**config.mk**
```make
export PLATFORM = sky130hd
export DESIGN_NAME = spoofer_checker_avst_flat
export DESIGN_NICKNAME = d
export VERILOG_FILES = /design/src/rtl/spoofer_checker_avst_pkg.sv /design/src/rtl/spoofer_checker_avst_if.sv /design/src/rtl/spoofer_checker_avst_ready_throttle.sv /design/src/rtl/spoofer_checker_avst.sv /design/src/flat_wrapper.sv
export SDC_FILE = /design/constraint.sdc
export NUM_CORES = 1
export LEC_CHECK = 0
export BUFFER_PORTS_ARGS = -buffer_cell sky130_fd_sc_hd__buf_2
export CAP_MARGIN = 25
export CORE_ASPECT_RATIO = 1.1
export CORE_MARGIN = 5
export CORE_UTILIZATION = 50
export CTS_CLUSTER_SIZE = 30
export DETAILED_ROUTE_END_ITERATION = 8
export PLACE_DENSITY = 0.77
export SETUP_SLACK_MARGIN = 0.1
export SYNTH_ARGS = -nofsm -noshare
export SYNTH_HDL_FRONTEND = slang
export SYNTH_SLANG_ARGS = --single-unit
```
**constraint.sdc**
```tcl
create_clock -name clk -period 3.4 [get_ports clk]
set_clock_uncertainty 0.1 [all_clocks]
set_input_delay 0.34 -clock clk [delete_from_list [all_inputs] [get_ports clk]]
set_output_delay 0.34 -clock clk [all_outputs]
set_load 0.05 [all_outputs]
```
**src/rtl/spoofer_checker_avst_pkg.sv**
```systemverilog
`default_nettype none
// ============================================================================
//  Module      : spoofer_pkg
//  Description : Shared types and helpers for the spoofer AVST checker.
//  Revision    : 1.0 - initial release
// ============================================================================
package spoofer_pkg;

    localparam int c_avst_chk_state_n = 3;
    localparam int c_avst_chk_state_w = $clog2(c_avst_chk_state_n);

    typedef enum logic [c_avst_chk_state_w-1:0] {
        IDLE   = c_avst_chk_state_w'(0),
        SYNC   = c_avst_chk_state_w'(1),
        LOCKED = c_avst_chk_state_w'(2)
    } avst_chk_state_t;

    // Widest counter the saturating helper supports; callers cast in and out.
    localparam int c_sat_max_w = 64;

    function automatic logic [c_sat_max_w-1:0] sat_inc(
        input logic [c_sat_max_w-1:0] value,
        input logic [c_sat_max_w-1:0] max
    );
        return (value >= max) ? value : value + c_sat_max_w'(1);
    endfunction

endpackage
`default_nettype wire

```
**src/rtl/spoofer_checker_avst_if.sv**
```systemverilog
`default_nettype none
// ============================================================================
//  Module      : spoofer_checker_avst_if
//  Description : Avalon-ST beat bundle (ready latency 0) between source and sink.
//  Revision    : 1.0 - initial release
// ============================================================================
interface spoofer_checker_avst_if #(
    parameter int DATA_WIDTH = 32
);
    logic                  valid;
    logic [DATA_WIDTH-1:0] data;
    logic                  ready;

    modport master (output valid, output data, input ready);
    modport slave  (input valid, input data, output ready);
endinterface
`default_nettype wire

```
**src/rtl/spoofer_checker_avst_ready_throttle.sv**
```systemverilog
`default_nettype none
// ============================================================================
//  Module      : avst_ready_throttle
//  Description : Periodic ready pattern: high for READY_ON of every READY_PERIOD cycles.
//  Revision    : 1.0 - initial release
// ============================================================================
module avst_ready_throttle #(
    parameter int unsigned READY_PERIOD = 4,
    parameter int unsigned READY_ON     = 3
) (
    input  wire logic clk,
    input  wire logic rst,
    input  wire logic run,
    output logic      ready
);

    localparam int unsigned c_phase_w = (READY_PERIOD > 1) ? $clog2(READY_PERIOD) : 1;
    localparam logic [c_phase_w-1:0] c_phase_last = c_phase_w'(READY_PERIOD - 1);

    logic [c_phase_w-1:0] r_phase;

    // Phase restarts from 0 whenever the checker is idle, so every run
    // begins with the ready-high part of the pattern.
    always_ff @(posedge clk) begin
        if (rst || !run) begin
            r_phase <= '0;
        end else if (r_phase == c_phase_last) begin
            r_phase <= '0;
        end else begin
            r_phase <= r_phase + c_phase_w'(1);
        end
    end

    assign ready = run && (32'(r_phase) < READY_ON);

endmodule
`default_nettype wire

```
**src/rtl/spoofer_checker_avst.sv**
```systemverilog
`default_nettype none
// ============================================================================
//  Module      : spoofer_checker_avst
//  Description : AVST sink checking an incrementing word stream, with error capture.
//  Revision    : 1.0 - initial release
// ============================================================================
module spoofer_checker_avst
    import spoofer_pkg::*;
#(
    parameter int DATA_WIDTH   = 32,
    parameter int CNT_WIDTH    = 16,
    parameter int READY_PERIOD = 4,
    parameter int READY_ON     = 3
) (
    input  wire logic                  clk,
    input  wire logic                  rst,
    spoofer_checker_avst_if.slave      st,
    input  wire logic                  enable,
    input  wire logic                  clear,
    output logic                       locked,
    output logic [CNT_WIDTH-1:0]       word_count,
    output logic [CNT_WIDTH-1:0]       err_count,
    output logic                       first_err_valid,
    output logic [DATA_WIDTH-1:0]      first_err_expected,
    output logic [DATA_WIDTH-1:0]      first_err_actual
);

    localparam logic [c_sat_max_w-1:0] c_cnt_max = c_sat_max_w'({CNT_WIDTH{1'b1}});

    avst_chk_state_t       r_state;
    avst_chk_state_t       w_state_next;
    logic                  w_run;
    logic                  w_ready;
    logic                  w_beat;
    logic                  w_mismatch;
    logic [DATA_WIDTH-1:0] r_expected;
    logic                  r_locked;
    logic [CNT_WIDTH-1:0]  r_word_count;
    logic [CNT_WIDTH-1:0]  r_err_count;
    logic                  r_first_err_valid;
    logic [DATA_WIDTH-1:0] r_first_err_expected;
    logic [DATA_WIDTH-1:0] r_first_err_actual;
    logic [CNT_WIDTH-1:0]  w_word_inc;
    logic [CNT_WIDTH-1:0]  w_err_inc;

    assign w_run = (r_state != IDLE);

    avst_ready_throttle #(
        .READY_PERIOD (READY_PERIOD),
        .READY_ON     (READY_ON)
    ) u_throttle (
        .clk   (clk),
        .rst   (rst),
        .run   (w_run),
        .ready (w_ready)
    );

    assign st.ready   = w_ready;
    assign w_beat     = st.valid && w_ready;
    assign w_mismatch = (r_state == LOCKED) && (st.data != r_expected);
    assign w_word_inc = CNT_WIDTH'(sat_inc(c_sat_max_w'(r_word_count), c_cnt_max));
    assign w_err_inc  = CNT_WIDTH'(sat_inc(c_sat_max_w'(r_err_count), c_cnt_max));

    always_ff @(posedge clk) begin
        if (rst) begin
            r_state <= IDLE;
        end else begin
            r_state <= w_state_next;
        end
    end

    always_comb begin
        w_state_next = r_state;
        case (r_state)
            IDLE:    if (enable) w_state_next = SYNC;
            SYNC:    if (w_beat) w_state_next = LOCKED;
            LOCKED:  w_state_next = LOCKED;
            default: w_state_next = IDLE;
        endcase
        if (!enable) begin
            w_state_next = IDLE;
        end
    end

    // A beat on the edge that drops enable is still counted and checked.
    always_ff @(posedge clk) begin
        if (rst) begin
            r_expected           <= '0;
            r_locked             <= 1'b0;
            r_word_count         <= '0;
            r_err_count          <= '0;
            r_first_err_valid    <= 1'b0;
            r_first_err_expected <= '0;
            r_first_err_actual   <= '0;
        end else begin
            if (w_beat) begin
                r_expected <= st.data + DATA_WIDTH'(1);
            end

            if (!enable) begin
                r_locked <= 1'b0;
            end else if ((r_state == SYNC) && w_beat) begin
                r_locked <= 1'b1;
            end

            // Clear beats a simultaneous beat for the counters only.
            if (clear) begin
                r_word_count         <= '0;
                r_err_count          <= '0;
                r_first_err_valid    <= 1'b0;
                r_first_err_expected <= '0;
                r_first_err_actual   <= '0;
            end else if (w_beat) begin
                r_word_count <= w_word_inc;
                if (w_mismatch) begin
                    r_err_count <= w_err_inc;
                    if (!r_first_err_valid) begin
                        r_first_err_valid    <= 1'b1;
                        r_first_err_expected <= r_expected;
                        r_first_err_actual   <= st.data;
                    end
                end
            end
        end
    end

    assign locked             = r_locked;
    assign word_count         = r_word_count;
    assign err_count          = r_err_count;
    assign first_err_valid    = r_first_err_valid;
    assign first_err_expected = r_first_err_expected;
    assign first_err_actual   = r_first_err_actual;

endmodule
`default_nettype wire

```
**src/flat_wrapper.sv**
```systemverilog
// flat-port wrapper written by rule: the top's interface ports become plain ports
module spoofer_checker_avst_flat import spoofer_pkg::*;
#(
    parameter int DATA_WIDTH   = 32,
    parameter int CNT_WIDTH    = 16,
    parameter int READY_PERIOD = 4,
    parameter int READY_ON     = 3
)
  (clk, rst, enable, clear, locked, word_count, err_count, first_err_valid, first_err_expected, first_err_actual, st_valid, st_data, st_ready);
  spoofer_checker_avst_if #(.DATA_WIDTH(DATA_WIDTH)) st_i ();
  input  wire logic clk;
  input  wire logic rst;
  input  wire logic enable;
  input  wire logic clear;
  output logic locked;
  output logic [CNT_WIDTH-1:0] word_count;
  output logic [CNT_WIDTH-1:0] err_count;
  output logic first_err_valid;
  output logic [DATA_WIDTH-1:0] first_err_expected;
  output logic [DATA_WIDTH-1:0] first_err_actual;
  input wire logic [$bits(st_i.valid)-1:0] st_valid;
  input wire logic [$bits(st_i.data)-1:0] st_data;
  output wire logic [$bits(st_i.ready)-1:0] st_ready;
  assign st_i.valid = st_valid;
  assign st_i.data = st_data;
  assign st_ready = st_i.ready;
  spoofer_checker_avst #(.DATA_WIDTH(DATA_WIDTH), .CNT_WIDTH(CNT_WIDTH), .READY_PERIOD(READY_PERIOD), .READY_ON(READY_ON)) u_core (.clk(clk), .rst(rst), .st(st_i), .enable(enable), .clear(clear), .locked(locked), .word_count(word_count), .err_count(err_count), .first_err_valid(first_err_valid), .first_err_expected(first_err_expected), .first_err_actual(first_err_actual));
endmodule
```
==> flow_results.xml, run 1 <==
<?xml version="1.0" encoding="UTF-8"?>
<metrics>
  <group name="placement">
    <metric name="placement.io_buffers" unit="">135</metric>
    <metric name="place.detailed.hpwl" unit="mm">11.2</metric>
    <metric name="pre_cts_slack" unit="ps">763</metric>
    <metric name="gp_congestion" unit="">0.893</metric>
    <metric name="dpl-instance-area" unit="sq um">6800</metric>
  </group>
  <group name="critical_path">
    <metric name="critical_path.max_stage_delay" unit="ps">450</metric>
    <metric name="critical_path.max_fanout" unit="">23</metric>
    <metric name="worst_setup_path_end_kind" unit="">flip-flop</metric>
    <metric name="critical_path.cell_chain" unit="">inv_1 &gt; ha_1 &gt; nor3b_2 &gt; nand2_1 &gt; o21bai_2 &gt; buf_4 &gt; o311ai_0 &gt; o41ai_1</metric>
    <metric name="critical_path_arrival" unit="ps">2690</metric>
    <metric name="cp-start-kind" unit="">flip-flop</metric>
    <metric name="timing.critical_path.required" unit="ps">3570</metric>
    <metric name="timing_worst_setup_path_type" unit="">reg2reg</metric>
    <metric name="crit_slowest_cell" unit="">sky130_fd_sc_hd__nor3b_2</metric>
  </group>
  <group name="sta">
    <metric name="period_needed" unit="ps">2520</metric>
    <metric name="tightestPinTransition" unit="ps">896</metric>
    <metric name="timing.final.hold_violations" unit="">0</metric>
    <metric name="rsz0062_at_grt" unit="">no</metric>
    <metric name="slew-limit-headroom" unit="%">40.3</metric>
    <metric name="timing.final.crit_share" unit="%">74.0</metric>
    <metric name="final.setup.worst_slack" unit="ps">883</metric>
    <metric name="max_freq" unit="MHz">397</metric>
    <metric name="final-max-slew-violation-count" unit="">0</metric>
    <metric name="report.final.setup_viol" unit="">0</metric>
    <metric name="totalNegativeSetupSlack" unit="ps">0</metric>
  </group>
  <group name="power">
    <metric name="post-layout-total-power" unit="W">0.00378</metric>
    <metric name="power_density_normalized_to_cell_area" unit="nW/um^2">510</metric>
    <metric name="power.ir.vdd_worst" unit="mV">0.287</metric>
    <metric name="static-leakage-power" unit="nW">2.90</metric>
  </group>
  <group name="yosys">
    <metric name="syn-instance-count" unit="">743</metric>
    <metric name="synthesis.nets" unit="">787</metric>
    <metric name="ys_ff_latch" unit="">134</metric>
    <metric name="syn_area_per_cell" unit="sq um">8.28</metric>
    <metric name="syn_area" unit="sq um">6150</metric>
    <metric name="post_synth_num_cell_types" unit="">43</metric>
    <metric name="synth_sequential_area_ratio" unit="%">43.6</metric>
    <metric name="synth_ff_type" unit="">sky130_fd_sc_hd__dfxtp_1</metric>
    <metric name="fraction_of_registers_with_async_set_reset" unit="%">0</metric>
    <metric name="synth_enable_flop_cells" unit="">0</metric>
    <metric name="yosys_warnings" unit="">0</metric>
  </group>
  <group name="floorplanning">
    <metric name="number_of_top_level_pins" unit="">136</metric>
    <metric name="fp.coreArea" unit="sq um">12000</metric>
    <metric name="area_enclosed_by_the_die_boundary" unit="sq um">14600</metric>
    <metric name="floorplan.die.height" unit="um">126</metric>
    <metric name="die_width" unit="um">116</metric>
    <metric name="std_cell_rows" unit="">42</metric>
    <metric name="initial_core_util" unit="%">51.1</metric>
  </group>
  <group name="cts">
    <metric name="postCtsHoldBufs" unit="">0</metric>
    <metric name="largest_buffer_count_on_any_clock_path" unit="">2</metric>
    <metric name="cts-resized-gates" unit="">0</metric>
    <metric name="cts.root.buffer_cell" unit="">sky130_fd_sc_hd__clkbuf_16</metric>
    <metric name="post-cts-setup-buffers" unit="">0</metric>
    <metric name="cts.reportedPaths.clkPinSlew" unit="ps">60</metric>
    <metric name="tritoncts_num_sinks" unit="">134</metric>
    <metric name="h-tree-depth" unit="">4</metric>
    <metric name="cts_tree" unit="">done</metric>
    <metric name="numCtsBuffers" unit="">17</metric>
    <metric name="worstSkewPairLatency" unit="ps">420</metric>
  </group>
  <group name="routing">
    <metric name="count_of_nets_left_with_antenna_violations_after_detail_routing" unit="">0</metric>
    <metric name="drt-vias-per-instance" unit="">5.58</metric>
    <metric name="drtIter0Drc" unit="">408</metric>
    <metric name="wl_per_cell" unit="um">15.9</metric>
    <metric name="route.vias.total" unit="">5638</metric>
    <metric name="route.final.wire_length" unit="mm">16.1</metric>
    <metric name="first_pass_iters" unit="">7</metric>
    <metric name="drt_drc_violations_left" unit="">0</metric>
  </group>
  <group name="global_routing">
    <metric name="number_of_antenna_violations_at_the_first_check_in_global_routing" unit="">1</metric>
    <metric name="grt_overflow_total" unit="">0</metric>
    <metric name="grt_pass1_vias" unit="">5063</metric>
    <metric name="grt_first_pass_wirelength" unit="mm">25.6</metric>
    <metric name="grt_util_all_layers" unit="%">21.7</metric>
    <metric name="maximum_number_of_pins_on_one_net_before_global_route_repair" unit="">130</metric>
  </group>
  <group name="run">
    <metric name="drv.max_cap_violation_count" unit="">0</metric>
  </group>
  <group name="final_layout">
    <metric name="finish.net_count" unit="">887</metric>
    <metric name="post_route_cells_drive_above_1_share" unit="%">20.8</metric>
    <metric name="antenna_cell_count" unit="">0</metric>
    <metric name="layout-area-overhead-vs-synth" unit="%">20.5</metric>
    <metric name="design_area" unit="sq um">7410</metric>
  </group>
  <group name="min_path">
    <metric name="hp-class" unit="">in2reg</metric>
  </group>
  <group name="run_status">
    <metric name="outcome" unit="">finished, final reports clean</metric>
  </group>
</metrics>
[cells in the mapped netlist, types with 11 or more instances]
library cell	number	area, sq um
sky130_fd_sc_hd__dfxtp_1	134	2680
sky130_fd_sc_hd__nand3_1	97	485
sky130_fd_sc_hd__nand2_1	90	338
sky130_fd_sc_hd__o21ai_0	65	325
sky130_fd_sc_hd__nor2_1	59	221
sky130_fd_sc_hd__xor2_1	59	517
sky130_fd_sc_hd__a211oi_1	29	218
sky130_fd_sc_hd__clkbuf_1	27	101
sky130_fd_sc_hd__nand4_1	19	119
sky130_fd_sc_hd__buf_2	17	85.1
sky130_fd_sc_hd__a21oi_1	16	80.1
sky130_fd_sc_hd__or3_1	14	87.6
sky130_fd_sc_hd__xnor2_1	14	123
sky130_fd_sc_hd__and3_1	11	68.8
sky130_fd_sc_hd__nor4_1	11	68.8
[per-layer routing]
layer	GRT usage, %	part of all wire, %
met5	0	0.056
met4	6.14	1.1
met3	5.81	6.3
met2	35.7	49
met1	28.1	43
[where the power goes]
part	internal, W	leakage (nW)	total [W]	switching [W]
registers	0.00160	1.08	0.00163	0.0000295
clock network	0.00118	0.293	0.00189	0.000715
logic	0.0000867	1.52	0.000257	0.000170
[cells by family after synthesis]
kind of cell,share of synthesized area (%)
compound gates,13.4
mux,0.814
flops,43.6
simple gates,25.2
buf+inv,5.13
fa+ha+maj,1.42
xor+xnor,10.4
[layout by cell type, fill, tap and decap left out, drive strengths merged, types with 11 or more instances in the layout]
cell type and count:
buf 140, dfxtp 134, nand3 97, nand2 90, o21ai 70, xor2 59, nor2 59, a211oi 29
nand4 19, clkbuf 18, a21oi 16, xnor2 14, or3 14, nor4 11, and3 11
[final timing paths]
| path | from | endpoint | slack, ps | cells after the start |
|---|---|---|---|---|
| max reg2reg | u_core.r_state[0] | u_core.err_count[3] | 880 | 8 |
| min reg2reg | u_core.u_throttle.r_phase[0] | u_core.u_throttle.r_phase[0] | 340 | 1 |
| max | u_core.r_state[0] | u_core.err_count[3] | 880 | 8 |
| min | st_data[31] | u_core.first_err_actual[31] | 110 | 3 |
[registers in the layout, indices dropped and copies added, names as in the netlist]
name and cells:
u_core.first_err_expected 32, u_core.r_state 2, u_core.r_expected 32, u_core.first_err_valid 1
u_core.locked 1, u_core.err_count 16, u_core.first_err_actual 32, u_core.u_throttle.r_phase 2
u_core.word_count 16
[final cells by class]
class	count	area (sq um)
clock buffer	18	439
clock inverter	14	175
fill	1078	4620
inverter	6	22.5
multi-input combinational	544	3170
sequential	134	2680
tap	154	193
timing repair buffer	140	726
[metrics by stage]
stage / hold WS, ps / util [%] / instances
final: 112 / 61.6 / 1010
after floorplan: 307 / - / 743
after global routing: 109 / 61.6 / 1010
after detailed placement: 325 / 56.5 / 978
after CTS: 108 / 61.6 / 1010
after global placement: 322 / 56.5 / 978
[critical path: cells and delay by family (launching register included)]
kind                       cells  cell delay, ps
DFF                            1             350
AOI/OAI and AO/OA              3             790
adders and majority gates      1             260
and+or+nand+nor                2             600
buffers and inverters          2             280
Power figures use the tool's default switching activity.
==> run 2: changes to the inputs <==
--- a/config.mk
+++ b/config.mk
@@ -5,6 +5,7 @@
 export SDC_FILE = /design/constraint.sdc
 export NUM_CORES = 1
 export LEC_CHECK = 0
+export ABC_AREA = 1
 export BUFFER_PORTS_ARGS = -buffer_cell sky130_fd_sc_hd__buf_2
 export CAP_MARGIN = 25
 export CORE_ASPECT_RATIO = 1.1
@@ -12,7 +13,7 @@
 export CORE_UTILIZATION = 50
 export CTS_CLUSTER_SIZE = 30
 export DETAILED_ROUTE_END_ITERATION = 8
-export PLACE_DENSITY = 0.77
+export PLACE_DENSITY = 0.76
 export SETUP_SLACK_MARGIN = 0.1
 export SYNTH_ARGS = -nofsm -noshare
 export SYNTH_HDL_FRONTEND = slang
==> constraint.sdc (replaced) <==
create_clock -name clk -period 2.5 [get_ports clk]
set_clock_uncertainty 0.1 [all_clocks]
set_input_delay 0.25 -clock clk [delete_from_list [all_inputs] [get_ports clk]]
set_output_delay 0.25 -clock clk [all_outputs]
set_load 0.05 [all_outputs]
==> flow_results.xml, run 2 <==
<?xml version="1.0" encoding="UTF-8"?>
<metrics>
  <group name="run_status">
    <metric name="outcome" unit="">finished, final reports clean</metric>
  </group>
  <group name="placement">
    <metric name="placed_cells" unit="">1440</metric>
    <metric name="gp_congestion" unit="">0.934</metric>
    <metric name="placement.io_buffers" unit="">135</metric>
    <metric name="dpl-instance-area" unit="sq um">7970</metric>
    <metric name="place.detailed.hpwl" unit="mm">13.1</metric>
  </group>
  <group name="cts">
    <metric name="largest_buffer_count_on_any_clock_path" unit="">2</metric>
    <metric name="cts.root.buffer_cell" unit="">sky130_fd_sc_hd__clkbuf_16</metric>
    <metric name="worstSkewPairLatency" unit="ps">430</metric>
    <metric name="tritoncts_num_sinks" unit="">134</metric>
    <metric name="cts.reportedPaths.clkPinSlew" unit="ps">60</metric>
    <metric name="cts-resized-gates" unit="">0</metric>
    <metric name="cts_tree" unit="">done</metric>
    <metric name="post-cts-setup-buffers" unit="">0</metric>
    <metric name="h-tree-depth" unit="">4</metric>
    <metric name="numCtsBuffers" unit="">17</metric>
  </group>
  <group name="yosys">
    <metric name="yosysMostFrequentCell" unit="">sky130_fd_sc_hd__nand2_1</metric>
    <metric name="syn_area" unit="sq um">7200</metric>
    <metric name="yosys_warnings" unit="">0</metric>
    <metric name="fraction_of_registers_with_async_set_reset" unit="%">0</metric>
    <metric name="synth_sequential_area_ratio" unit="%">37.3</metric>
    <metric name="syn-instance-count" unit="">1155</metric>
    <metric name="post-synth-top-area-cell" unit="">sky130_fd_sc_hd__dfxtp_1</metric>
    <metric name="post_synth_num_cell_types" unit="">33</metric>
    <metric name="synth_ff_type" unit="">sky130_fd_sc_hd__dfxtp_1</metric>
    <metric name="syn_area_per_cell" unit="sq um">6.23</metric>
    <metric name="synth_area_leaders" unit="">sky130_fd_sc_hd__dfxtp_1 (37%), sky130_fd_sc_hd__nand2_1 (17%), sky130_fd_sc_hd__nor2_1 (12%), sky130_fd_sc_hd__inv_1 (9.1%), sky130_fd_sc_hd__nand3_1 (3.3%)</metric>
    <metric name="synthesis.nets" unit="">1199</metric>
    <metric name="fraction_of_post_synthesis_cell_area_in_the_top_cell_type_by_area" unit="%">37.3</metric>
    <metric name="ys_ff_latch" unit="">134</metric>
    <metric name="synth_enable_flop_cells" unit="">0</metric>
    <metric name="yosys-top-cells-count" unit="">sky130_fd_sc_hd__nand2_1 (323), sky130_fd_sc_hd__nor2_1 (239), sky130_fd_sc_hd__inv_1 (174)</metric>
  </group>
  <group name="critical_path">
    <metric name="timing.critical_path.required" unit="ps">2730</metric>
    <metric name="worst_reg2reg_path_depth" unit="">12</metric>
    <metric name="critical_path_arrival" unit="ps">2380</metric>
    <metric name="cp-start-kind" unit="">flip-flop</metric>
    <metric name="r2r_start" unit="">u_core.r_state[0]</metric>
    <metric name="rrSetupSlack" unit="ps">350</metric>
    <metric name="worst_setup_path_end_kind" unit="">flip-flop</metric>
    <metric name="critical_path.max_fanout" unit="">14</metric>
    <metric name="timing_worst_setup_path_type" unit="">reg2reg</metric>
    <metric name="timing.rr.end" unit="">u_core.word_count[12]</metric>
  </group>
  <group name="global_routing">
    <metric name="grt_pass1_vias" unit="">6441</metric>
    <metric name="grt_first_pass_wirelength" unit="mm">30.1</metric>
    <metric name="maximum_number_of_pins_on_one_net_before_global_route_repair" unit="">80</metric>
    <metric name="number_of_antenna_violations_at_the_first_check_in_global_routing" unit="">1</metric>
    <metric name="grt_overflow_total" unit="">0</metric>
    <metric name="grt_util_all_layers" unit="%">21.5</metric>
  </group>
  <group name="sta">
    <metric name="timing.final.crit_share" unit="%">86.1</metric>
    <metric name="tightestPinTransition" unit="ps">695</metric>
    <metric name="slew-limit-headroom" unit="%">53.6</metric>
    <metric name="totalNegativeSetupSlack" unit="ps">0</metric>
    <metric name="report.final.setup_viol" unit="">0</metric>
    <metric name="final-max-slew-violation-count" unit="">0</metric>
    <metric name="timing.final.hold_violations" unit="">0</metric>
    <metric name="period_needed" unit="ps">2150</metric>
    <metric name="max_freq" unit="MHz">465</metric>
    <metric name="rsz0062_at_grt" unit="">no</metric>
  </group>
  <group name="final_layout">
    <metric name="antenna_cell_count" unit="">0</metric>
    <metric name="most_common_library_cell_in_the_layout_ignoring_fill_and_taps" unit="">sky130_fd_sc_hd__nand2_1</metric>
    <metric name="num-fill-cells" unit="">1428</metric>
    <metric name="design_area" unit="sq um">8590</metric>
    <metric name="post_layout_nonfiller_instances" unit="">1473</metric>
    <metric name="post_route_cells_drive_above_1_share" unit="%">14.5</metric>
    <metric name="layout.core_utilization" unit="%">60.2</metric>
    <metric name="layout-area-overhead-vs-synth" unit="%">19.3</metric>
    <metric name="top_library_cells_by_usage_in_the_layout_fill_and_taps_aside" unit="">sky130_fd_sc_hd__nand2_1 (323), sky130_fd_sc_hd__nor2_1 (238), sky130_fd_sc_hd__inv_1 (174)</metric>
    <metric name="finish.net_count" unit="">1312</metric>
  </group>
  <group name="power">
    <metric name="post-layout-total-power" unit="W">0.00524</metric>
    <metric name="static-leakage-power" unit="nW">4.50</metric>
    <metric name="power_density_normalized_to_cell_area" unit="nW/um^2">610</metric>
    <metric name="power.ir.vdd_worst" unit="mV">0.525</metric>
  </group>
  <group name="routing">
    <metric name="drt_drc_violations_left" unit="">0</metric>
    <metric name="drt-vias-per-instance" unit="">4.78</metric>
    <metric name="count_of_nets_left_with_antenna_violations_after_detail_routing" unit="">0</metric>
    <metric name="wl_per_cell" unit="um">12.1</metric>
    <metric name="first_pass_iters" unit="">5</metric>
    <metric name="drtIter0Drc" unit="">411</metric>
    <metric name="route.vias.total" unit="">7042</metric>
    <metric name="route.final.wire_length" unit="mm">17.8</metric>
  </group>
  <group name="floorplanning">
    <metric name="initial_core_util" unit="%">50.4</metric>
    <metric name="die_width" unit="um">124</metric>
    <metric name="number_of_top_level_pins" unit="">136</metric>
    <metric name="floorplan.die.height" unit="um">136</metric>
    <metric name="std_cell_rows" unit="">46</metric>
    <metric name="fp.coreArea" unit="sq um">14300</metric>
    <metric name="area_enclosed_by_the_die_boundary" unit="sq um">16900</metric>
  </group>
  <group name="min_path">
    <metric name="min_path_cells" unit="">3</metric>
    <metric name="min_delay_worst_endpoint" unit="">u_core.first_err_actual[6]</metric>
    <metric name="hp-class" unit="">in2reg</metric>
    <metric name="hp-start" unit="">st_data[6]</metric>
  </group>
  <group name="run">
    <metric name="drv.max_cap_violation_count" unit="">0</metric>
  </group>
</metrics>
-- run 2: changes by cell type in the layout (fill, tap and decap cells not counted), moves of 14 or more --
cell / previous run / this run
sky130_fd_sc_hd__inv_1: 6 / 174
sky130_fd_sc_hd__nand3_1: 97 / 48
sky130_fd_sc_hd__a211oi_1: 29 / 3
sky130_fd_sc_hd__nor2_1: 58 / 238
sky130_fd_sc_hd__xor2_1: 59 / 17
sky130_fd_sc_hd__o21ai_0: 65 / 27
sky130_fd_sc_hd__nand2_1: 90 / 323
sky130_fd_sc_hd__or3_1: 14 / 0
sky130_fd_sc_hd__nor3_1: 4 / 25
-- run 2: critical path, cell delays in order (launching register included) --
cell	delay (ps)
sky130_fd_sc_hd__dfxtp_1	330
sky130_fd_sc_hd__inv_1	70
sky130_fd_sc_hd__ha_1	230
sky130_fd_sc_hd__nor2_2	160
sky130_fd_sc_hd__nand2_2	70
sky130_fd_sc_hd__clkinv_1	60
sky130_fd_sc_hd__nand2_1	160
sky130_fd_sc_hd__inv_1	370
sky130_fd_sc_hd__nand3_1	180
sky130_fd_sc_hd__nor2_1	170
sky130_fd_sc_hd__nand2_1	60
sky130_fd_sc_hd__nand2_1	60
sky130_fd_sc_hd__nor2_1	40
-- run 2: final cells by class --
| cell class | count | area (sq um) | area share (%) |
|---|---|---|---|
| well taps | 192 | 240 | 2.80 |
| flip-flops and latches | 134 | 2680 | 31.2 |
| inverters | 176 | 661 | 7.69 |
| clock buffers | 20 | 457 | 5.32 |
| clock inverters | 12 | 153 | 1.78 |
| repair buffers | 145 | 791 | 9.21 |
| multi-input cells | 794 | 3600 | 42.0 |
-- run 2: through the flow --
stage | hold WS, ps | setup WS, ps
CTS | 19.8 | 357
floorplan | 285 | 134
global placement | 311 | 425
global route | 32.8 | 122
finish | 28.9 | 349
detailed placement | 316 | 339
-- run 2: where the power goes --
part / total [W] / switching [W] / leakage (nW) / internal (W)
clock network: 0.00255 / 0.000939 / 0.288 / 0.00162
registers: 0.00224 / 0.0000459 / 1.08 / 0.00219
logic: 0.000450 / 0.000296 / 3.13 / 0.000154
-- run 2: what timing repair did --
| action | CTS | global route |
|---|---|---|
| endpoints found under the hold margin | 1 | 0 |
| hold buffers | 1 | 0 |
| endpoints found under the setup margin | 0 | 0 |
-- run 2: logic make-up after synthesis --
group / count (synthesis) / share of synthesized area (%)
and+or+nand+nor: 677 / 38.2
DFF: 134 / 37.3
adders and majority gates: 7 / 1.22
xor gates and xnor gates: 41 / 4.99
AOI/OAI and AO/OA: 69 / 5.42
buffers and inverters: 227 / 12.9
-- run 2: worst max path at each step --
stage                            startpoint                    end  cells past startpoint
after global placement           st_data[1]  u_core.r_expected[18]                     10
final                     u_core.r_state[0]  u_core.word_count[12]                     12
after global routing      u_core.r_state[0]  u_core.word_count[12]                     12
after CTS                 u_core.r_state[0]  u_core.word_count[12]                     12
after floorplan           u_core.r_state[0]   u_core.word_count[6]                     11
after detailed placement         st_data[1]  u_core.r_expected[18]                     10
-- run 2: metal layers --
layer	up-vias	share of wire [%]	track usage [%]
li1	3735	-	-
met1	3088	44	26.8
met2	183	48	35.9
met3	34	5.4	6.33
met4	2	2.2	7.31
met5	-	0.079	0
==> run 3: changes to the inputs <==
--- a/config.mk
+++ b/config.mk
@@ -13,7 +13,7 @@
 export CORE_UTILIZATION = 50
 export CTS_CLUSTER_SIZE = 30
 export DETAILED_ROUTE_END_ITERATION = 8
-export PLACE_DENSITY = 0.76
+export PLACE_DENSITY = 0.73
 export SETUP_SLACK_MARGIN = 0.1
 export SYNTH_ARGS = -nofsm -noshare
 export SYNTH_HDL_FRONTEND = slang
==> flow_results.xml, run 3 (same netlist as run 2, synthesis figures left out) <==
<?xml version="1.0" encoding="UTF-8"?>
<metrics>
  <group name="run_status">
    <metric name="outcome" unit="">finished, final reports clean</metric>
  </group>
  <group name="routing">
    <metric name="first_pass_iters" unit="">5</metric>
    <metric name="drt-vias-per-instance" unit="">4.82</metric>
    <metric name="drt_drc_violations_left" unit="">0</metric>
    <metric name="route.vias.total" unit="">7109</metric>
    <metric name="drtIter0Drc" unit="">462</metric>
    <metric name="route.final.wire_length" unit="mm">18.3</metric>
    <metric name="count_of_nets_left_with_antenna_violations_after_detail_routing" unit="">0</metric>
    <metric name="wl_per_cell" unit="um">12.4</metric>
  </group>
  <group name="placement">
    <metric name="gp_congestion" unit="">0.929</metric>
    <metric name="placement.io_buffers" unit="">135</metric>
    <metric name="place.detailed.hpwl" unit="mm">13.2</metric>
  </group>
  <group name="critical_path">
    <metric name="timing_worst_setup_path_type" unit="">reg2reg</metric>
    <metric name="worst_setup_path_end_kind" unit="">flip-flop</metric>
    <metric name="critical_path.max_fanout" unit="">14</metric>
    <metric name="cp-start-kind" unit="">flip-flop</metric>
    <metric name="timing.rr.end" unit="">u_core.word_count[12]</metric>
    <metric name="critical_path_arrival" unit="ps">2270</metric>
    <metric name="timing.critical_path.required" unit="ps">2720</metric>
    <metric name="worst_reg2reg_path_depth" unit="">12</metric>
    <metric name="critPathLaunch" unit="">u_core.r_state[0]</metric>
    <metric name="crit_end" unit="">u_core.word_count[12]</metric>
    <metric name="r2r_start" unit="">u_core.r_state[0]</metric>
    <metric name="rrSetupSlack" unit="ps">440</metric>
  </group>
  <group name="sta">
    <metric name="hold_ws" unit="ps">26.9</metric>
    <metric name="timing.final.crit_share" unit="%">82.2</metric>
    <metric name="final-max-slew-violation-count" unit="">0</metric>
    <metric name="totalNegativeSetupSlack" unit="ps">0</metric>
    <metric name="tightestPinTransition" unit="ps">689</metric>
    <metric name="report.final.setup_viol" unit="">0</metric>
    <metric name="max_freq" unit="MHz">487</metric>
    <metric name="timing.final.hold_violations" unit="">0</metric>
    <metric name="rsz0062_at_grt" unit="">no</metric>
    <metric name="slew-limit-headroom" unit="%">54.0</metric>
    <metric name="period_needed" unit="ps">2060</metric>
  </group>
  <group name="final_layout">
    <metric name="finish.net_count" unit="">1314</metric>
    <metric name="layout-area-overhead-vs-synth" unit="%">19.8</metric>
    <metric name="antenna_cell_count" unit="">0</metric>
    <metric name="most_common_library_cell_in_the_layout_ignoring_fill_and_taps" unit="">sky130_fd_sc_hd__nand2_1</metric>
    <metric name="top_library_cells_by_usage_in_the_layout_fill_and_taps_aside" unit="">sky130_fd_sc_hd__nand2_1 (323), sky130_fd_sc_hd__nor2_1 (238), sky130_fd_sc_hd__inv_1 (174)</metric>
    <metric name="num-fill-cells" unit="">1417</metric>
    <metric name="post_route_cells_drive_above_1_share" unit="%">14.7</metric>
  </group>
  <group name="power">
    <metric name="power_density_normalized_to_cell_area" unit="nW/um^2">622</metric>
    <metric name="static-leakage-power" unit="nW">4.54</metric>
    <metric name="power.ir.vdd_worst" unit="mV">0.401</metric>
  </group>
  <group name="cts">
    <metric name="post-cts-setup-buffers" unit="">0</metric>
    <metric name="postCtsHoldBufs" unit="">0</metric>
    <metric name="tritoncts_num_sinks" unit="">134</metric>
    <metric name="cts-resized-gates" unit="">0</metric>
    <metric name="cts.root.buffer_cell" unit="">sky130_fd_sc_hd__clkbuf_16</metric>
    <metric name="largest_buffer_count_on_any_clock_path" unit="">2</metric>
    <metric name="numCtsBuffers" unit="">17</metric>
    <metric name="h-tree-depth" unit="">4</metric>
    <metric name="cts_tree" unit="">done</metric>
    <metric name="cts.reportedPaths.clkPinSlew" unit="ps">50</metric>
    <metric name="worstSkewPairLatency" unit="ps">420</metric>
  </group>
  <group name="global_routing">
    <metric name="grt_util_all_layers" unit="%">21.8</metric>
    <metric name="maximum_number_of_pins_on_one_net_before_global_route_repair" unit="">80</metric>
    <metric name="grt_pass1_vias" unit="">6580</metric>
    <metric name="number_of_antenna_violations_at_the_first_check_in_global_routing" unit="">0</metric>
    <metric name="grt_overflow_total" unit="">0</metric>
    <metric name="grt_first_pass_wirelength" unit="mm">30.8</metric>
  </group>
  <group name="min_path">
    <metric name="hp-class" unit="">in2reg</metric>
  </group>
  <group name="floorplanning">
    <metric name="std_cell_rows" unit="">46</metric>
    <metric name="die_width" unit="um">124</metric>
    <metric name="number_of_top_level_pins" unit="">136</metric>
    <metric name="initial_core_util" unit="%">50.4</metric>
    <metric name="area_enclosed_by_the_die_boundary" unit="sq um">16900</metric>
    <metric name="floorplan.die.height" unit="um">136</metric>
    <metric name="fp.coreArea" unit="sq um">14300</metric>
  </group>
  <group name="run">
    <metric name="drv.max_cap_violation_count" unit="">0</metric>
  </group>
</metrics>
## run 3: worst min-delay path by stage
stage | from | depth (start not counted) | end | slack, ps
floorplan | st_data[0] | 2 | u_core.first_err_actual[0] | 280
global placement | u_core.u_throttle.r_phase[0] | 1 | u_core.u_throttle.r_phase[0] | 310
detailed placement | u_core.u_throttle.r_phase[0] | 1 | u_core.u_throttle.r_phase[0] | 320
CTS | enable | 3 | u_core.locked | 4
global route | enable | 3 | u_core.locked | 50
finish | enable | 3 | u_core.locked | 30
## run 3: where the power goes
part	internal, W	total [W]	leakage (nW)	switching [W]
Combinational	0.000154	0.000455	3.14	0.000300
Clock	0.00176	0.00267	0.312	0.000906
Sequential	0.00219	0.00224	1.08	0.0000477
Total	0.00411	0.00536	4.54	0.00125
## run 3: through the flow
step,util (%),power [W],std cells,setup WS [ps],area (sq um)
3_5_place_dp,56.0,0.00274,1443,476,7990
2_1_floorplan,-,0.00260,1155,134,7200
6_report,60.4,0.00536,1474,445,8620
4_1_cts,60.4,0.00541,1474,437,8620
5_1_grt,60.4,0.00558,1474,208,8620
3_3_place_gp,56.0,0.00273,1443,493,7990
## run 3: critical path, cell delays in order (launching register included)
cell                       delay (ps)
sky130_fd_sc_hd__dfxtp_1          330
sky130_fd_sc_hd__inv_1             80
sky130_fd_sc_hd__ha_1             220
sky130_fd_sc_hd__nor2_2           160
sky130_fd_sc_hd__nand2_2           90
sky130_fd_sc_hd__clkinv_1          70
sky130_fd_sc_hd__nand2_1           70
sky130_fd_sc_hd__inv_1            320
sky130_fd_sc_hd__nand3_1          190
sky130_fd_sc_hd__nor2_1           160
sky130_fd_sc_hd__nand2_1           60
sky130_fd_sc_hd__nand2_1           60
sky130_fd_sc_hd__nor2_1            40
## run 3: layout make-up
class	count	area, sq um	share of cell area [%]
multi-input cells	794	3600	41.8
flip-flops and latches	134	2680	31.1
repair buffers	147	803	9.32
inverters	176	661	7.66
clock buffers	22	484	5.62
well taps	192	240	2.79
clock inverters	9	148	1.71
## run 3: routing by layer
metal | wire (um) | vias to the layer above | global-route usage [%]
met5 | 0 | - | 0
met4 | 402 | 0 | 7.61
met1 | 8270 | 3161 | 26.4
met3 | 964 | 30 | 5.50
met2 | 8680 | 183 | 37.9
li1 | - | 3735 | -
